`src/rtl/prism_comm_fifo.sv`:
```
// PRISM comm front end: TX/RX byte FIFOs around an 8-bit shift engine driven by the
// PRISM shift strobe, so CPU byte traffic is decoupled from engine bit timing.
module prism_comm_fifo #(
  parameter int unsigned DEPTH = 4,
  parameter int unsigned CW    = 3
) (
  input  logic          clk,
  input  logic          rst,
  input  logic          flush,
  input  logic          tx_wr,
  input  logic [7:0]    tx_wdata,
  input  logic          rx_rd,
  output logic [7:0]    rx_rdata,
  output logic [CW-1:0] tx_count,
  output logic [CW-1:0] rx_count,
  output logic [2:0]    flags,
  input  logic [2:0]    flags_clr,
  input  logic          shift_strobe,
  input  logic          shift_dir,
  input  logic          serial_in,
  output logic          serial_out,
  output logic          bit_zero,
  output logic          byte_done
);

  localparam int unsigned PW = (DEPTH > 1) ? $clog2(DEPTH) : 1;

  typedef enum logic {IDLE, ACTIVE} state_t;

  state_t          state_q, state_d;
  logic [7:0]      sr_q, sr_d, shifted;
  logic [2:0]      bit_cnt_q, bit_cnt_d;
  logic            dir_q, dir_d;
  logic            done_d, byte_done_q;
  logic [2:0]      flags_q, flags_set;

  logic [7:0]      tx_mem [DEPTH];
  logic [PW-1:0]   tx_rd_ptr, tx_wr_ptr;
  logic [CW-1:0]   tx_cnt_q;
  logic [7:0]      rx_mem [DEPTH];
  logic [PW-1:0]   rx_rd_ptr, rx_wr_ptr;
  logic [CW-1:0]   rx_cnt_q;

  logic tx_empty, tx_full, tx_pop, tx_push;
  logic rx_empty, rx_full, rx_pop, rx_push, rx_push_ok;
  logic underrun_set;

  assign tx_empty = (tx_cnt_q == '0);
  assign tx_full  = (tx_cnt_q == CW'(DEPTH));
  assign rx_empty = (rx_cnt_q == '0);
  assign rx_full  = (rx_cnt_q == CW'(DEPTH));
  assign shifted  = dir_q ? {serial_in, sr_q[7:1]} : {sr_q[6:0], serial_in};

  // Engine next-state: load from TX while idle, shift on strobe, back-to-back reload on byte end
  always_comb begin
    state_d      = state_q;
    sr_d         = sr_q;
    bit_cnt_d    = bit_cnt_q;
    dir_d        = dir_q;
    tx_pop       = 1'b0;
    rx_push      = 1'b0;
    done_d       = 1'b0;
    underrun_set = 1'b0;
    case (state_q)
      IDLE: begin
        bit_cnt_d    = 3'd0;
        underrun_set = shift_strobe;
        if (!tx_empty) begin
          tx_pop  = 1'b1;
          sr_d    = tx_mem[tx_rd_ptr];
          dir_d   = shift_dir;
          state_d = ACTIVE;
        end
      end
      ACTIVE: begin
        if (shift_strobe) begin
          sr_d      = shifted;
          bit_cnt_d = bit_cnt_q + 3'd1;
          if (bit_cnt_q == 3'd7) begin
            rx_push   = 1'b1;
            done_d    = 1'b1;
            bit_cnt_d = 3'd0;
            if (!tx_empty) begin
              tx_pop = 1'b1;
              sr_d   = tx_mem[tx_rd_ptr];
              dir_d  = shift_dir;
            end else begin
              state_d = IDLE;
            end
          end
        end
      end
      default: state_d = IDLE;
    endcase
  end

  // A full TX FIFO still accepts a push when the engine pops in the same cycle
  assign tx_push    = tx_wr && (!tx_full || tx_pop);
  assign rx_pop     = rx_rd && !rx_empty;
  assign rx_push_ok = rx_push && (!rx_full || rx_pop);
  assign flags_set  = {underrun_set, rx_push && rx_full && !rx_pop, tx_wr && tx_full && !tx_pop};

  always_ff @(posedge clk) begin
    if (rst || flush) begin
      state_q     <= IDLE;
      sr_q        <= 8'h00;
      bit_cnt_q   <= 3'd0;
      dir_q       <= 1'b0;
      byte_done_q <= 1'b0;
      flags_q     <= 3'b000;
      tx_rd_ptr   <= '0;
      tx_wr_ptr   <= '0;
      tx_cnt_q    <= '0;
      rx_rd_ptr   <= '0;
      rx_wr_ptr   <= '0;
      rx_cnt_q    <= '0;
    end else begin
      state_q     <= state_d;
      sr_q        <= sr_d;
      bit_cnt_q   <= bit_cnt_d;
      dir_q       <= dir_d;
      byte_done_q <= done_d;
      flags_q     <= (flags_q & ~flags_clr) | flags_set;
      if (tx_push)    tx_wr_ptr <= tx_wr_ptr + PW'(1);
      if (tx_pop)     tx_rd_ptr <= tx_rd_ptr + PW'(1);
      tx_cnt_q    <= tx_cnt_q + CW'(tx_push) - CW'(tx_pop);
      if (rx_push_ok) rx_wr_ptr <= rx_wr_ptr + PW'(1);
      if (rx_pop)     rx_rd_ptr <= rx_rd_ptr + PW'(1);
      rx_cnt_q    <= rx_cnt_q + CW'(rx_push_ok) - CW'(rx_pop);
    end
  end

  // Storage arrays carry no reset; occupancy and pointers define validity
  always_ff @(posedge clk) begin
    if (tx_push)    tx_mem[tx_wr_ptr] <= tx_wdata;
    if (rx_push_ok) rx_mem[rx_wr_ptr] <= shifted;
  end

  assign rx_rdata   = rx_empty ? 8'h00 : rx_mem[rx_rd_ptr];
  assign tx_count   = tx_cnt_q;
  assign rx_count   = rx_cnt_q;
  assign flags      = flags_q;
  assign serial_out = (state_q == ACTIVE) ? (dir_q ? sr_q[0] : sr_q[7]) : 1'b1;
  assign bit_zero   = (bit_cnt_q == 3'd0);
  assign byte_done  = byte_done_q;

endmodule

```
`config.mk`:
```
export PLATFORM = sky130hd
export DESIGN_NAME = prism_comm_fifo
export DESIGN_NICKNAME = d
export VERILOG_FILES = /design/src/rtl/prism_comm_fifo.sv
export SDC_FILE = /design/constraint.sdc
export NUM_CORES = 1
export LEC_CHECK = 0
export BUFFER_PORTS_ARGS = -buffer_cell sky130_fd_sc_hd__buf_2
export CORE_UTILIZATION = 44
export CTS_CLUSTER_SIZE = 30
export DETAILED_ROUTE_END_ITERATION = 6
export GPL_ROUTABILITY_DRIVEN = 0
export PLACE_DENSITY = 0.73
export SLEW_MARGIN = 10
export SYNTH_ARGS = -nofsm -noshare
export SYNTH_HDL_FRONTEND = slang
export SYNTH_SLANG_ARGS = --single-unit
```
`constraint.sdc`:
```
create_clock -name clk -period 3.32 [get_ports clk]
set_clock_uncertainty 0.2 [all_clocks]
set_input_delay 0.498 -clock clk [delete_from_list [all_inputs] [get_ports clk]]
set_output_delay 0.498 -clock clk [all_outputs]
set_load 0.01 [all_outputs]
```
==> metrics.cfg <==
[worst_setup_path]
rrSetupSlack_ns=0.47
cp-startpoint=bit_cnt_q[0]$_SDFFE_PP0P_
worstRegToRegCells=13
arrival_ns=2.89
crit_end=tx_count[2]$_SDFF_PP0_
worstPathMaxFanout=7
worstPathRequired_ns=3.35
start_kind=flip-flop
cp-end-kind=flip-flop
rr_startpoint=bit_cnt_q[0]$_SDFFE_PP0P_
r2r_end=tx_count[2]$_SDFF_PP0_
crit_type=flip-flop to flip-flop

[cells_and_area]
nets=362
diodes=0
drive_above_1_share_pct=28.1
areaGrowthSynthToFinish_pct=11.3
finalInstanceArea_um2=4650

[global_route]
track_usage_pct=14.6
grt_max_degree=18
grt_pass1_vias=2313
grt_first_pass_wirelength_um=10800
grt-ovfl-total=0
antenna_found_initial=0

[clock_network]
clk_pin_slew_worst_paths_ns=0.08
cts-root-buf=clkbuf_8
clock_sinks=99
cts_tree=built
cts_inserted_buffers=9
postCtsHoldBufs=0
clock_path_buffers=2
cts.repair.resized=0
insertion_delay_ns=0.35
postCtsSetupRepairBufs=0
cts-htree-levels=3

[timing]
grt_setup_unrepaired=no
final_hold_viol_count=0
setup-tns-final_ns=0
worstMarginPinSlew_ns=0.846
final.period_utilization_pct=85.9
period_needed_ns=2.85
slew_violations=0
max_slew_margin_pct=43.4
max_freq_ghz=0.350
finalSetupViolCount=0

[detailed_routing]
drt-wirelength-per-cell_um=14.3
viasPerCell=4.91
vias=2260
dr.pass1.iters=4
drtIter0Drc=77
drc=0
antenna_left=0
wirelength_um=6590

[power_and_ir_drop]
p_leak_nw=1.67
vdd_ir_drop_max_uv=417
power.total_w=0.00243
power_density_nw_per_um2=522

[worst_hold_path]
min_from=tx_wdata[4]
min_path_type=input pin to flip-flop

[die]
die_h_um=99.5
start_util_pct=45.2
row_count=35
die_w_um=99.5
die-area_um2=9890
coreArea_um2=9240
num_io_pins=39

[synthesis]
ys_types=43
yosys.area.top_type_share_pct=46.0
synth_top_area_cell=edfxtp_1
synth_seq_cells=99
yosysSeqAreaShare_pct=62.7
synth.avg_cell_area_um2=14.5
syn_inst=288
synthTopCellsByCount=edfxtp_1 (64), dfxtp_1 (35), nand2_1 (22)
synthArstFlopShare_pct=0
syn-num-nets=324
synth_edf_count=64
yosysWarnings=0
synth_flop_cell=edfxtp_1
synthesis.area_um2=4180
yosysMostFrequentCell=edfxtp_1
synth_area_leaders=edfxtp_1 (46%), dfxtp_1 (17%), mux4_2 (8.6%)

[placement]
numPortBuffers=38
place_area_um2=4470
post-dp-hpwl_um=4660

[status]
outcome=complete, no violations

[run]
drv_cap=0

-- critical path: stages (launching register included) --
cell      delay [ns]
dfxtp_1         0.39
ha_1            0.17
ha_1            0.29
a21boi_4        0.12
a31oi_4         0.26
inv_1           0.07
ha_1            0.27
inv_1           0.06
ha_1            0.14
inv_1           0.05
fa_1            0.37
xor2_1          0.16
xnor2_1         0.14
nor2_1          0.05
-- layout by cell type, fill, tap and decap left out, types with 2 or more instances in the layout --
master      instances
mux4_2             16
nand3_1             2
fa_1                2
o21ai_0             8
o21ai_1             2
ha_1               15
nand2_1            22
edfxtp_1           64
buf_2              38
mux2i_1             3
mux2_2              8
a31oi_1             8
and2_1             13
xor2_1              2
clkinvlp_4          2
clkbuf_1            2
inv_1              15
dfxtp_1            35
xnor2_1             7
nand4_1             2
nand2b_1            2
and2_2              8
a21oi_1             6
clkbuf_8            9
nor2_1             18
-- layout make-up --
type | count | area [um2]
Clock buffer | 11 | 131
Clock inverter | 5 | 53.8
Fill cell | 806 | 4590
Inverter | 16 | 60.1
Multi-Input combinational cell | 161 | 1430
Sequential cell | 99 | 2620
Tap cell | 129 | 161
Timing Repair Buffer | 39 | 198
-- logic make-up after synthesis --
group                    Yosys count  synth area share (%)
multiplexers                      28                  12.0
AO/OA/AOI/OAI                     29                  4.67
adder cells (fa/ha/maj)           17                  5.45
XOR/XNOR                          10                  2.27
AND/OR/NAND/NOR                   77                  9.70
buffers and inverters             28                  3.14
flip-flops                        99                  62.7
-- how the worst min path moves through the flow --
stage	cells past startpoint	end	slack, ns
CTS	1	tx_mem[3][0]$_DFFE_PP_	0.14
global placement	2	bit_cnt_q[1]$_SDFFE_PP0P_	0.26
finish	1	tx_mem[0][4]$_DFFE_PP_	0.16
global route	1	tx_mem[3][0]$_DFFE_PP_	0.14
detailed placement	2	flags[0]$_SDFF_PP0_	0.27
floorplan	2	bit_cnt_q[1]$_SDFFE_PP0P_	0.25
-- metrics by stage --
stage | setup slack [ns] | instances | hold WS (ns) | utilization (%)
floorplan | 0.654 | 288 | 0.248 | -
global placement | 0.556 | 444 | 0.257 | 48.4
detailed placement | 0.468 | 444 | 0.268 | 48.4
CTS | 0.436 | 460 | 0.137 | 50.4
global route | 0.231 | 460 | 0.141 | 50.4
finish | 0.467 | 460 | 0.159 | 50.4
-- state kept, by name, summed over array words and instances, names as in the netlist, 2 cells and up, named ones only --
name and count:
rx_mem 32, rx_count 3, tx_mem 32, tx_count 3, rx_rd_ptr 2, sr_q 8
tx_rd_ptr 2, bit_cnt_q 3, flags 3, tx_wr_ptr 2, rx_wr_ptr 2
-- report_power, final --
group,internal [W],total [W],leakage (nW),switching [W]
sequential,0.00137,0.00141,0.870,0.0000484
combinational,0.000130,0.000290,0.716,0.000160
clock,0.000345,0.000725,0.0870,0.000380
-- per-layer routing --
layer	part of all wire, %	GRT usage, %	routed length (um)	up-vias
li1	-	-	-	1116
met1	45	16.7	2940	1101
met2	52	26.3	3400	36
met3	2.8	3.79	187	7
met4	0.96	5.09	63	0
met5	0	0	0	-
No activity file was read; power rests on OpenSTA's default activity.
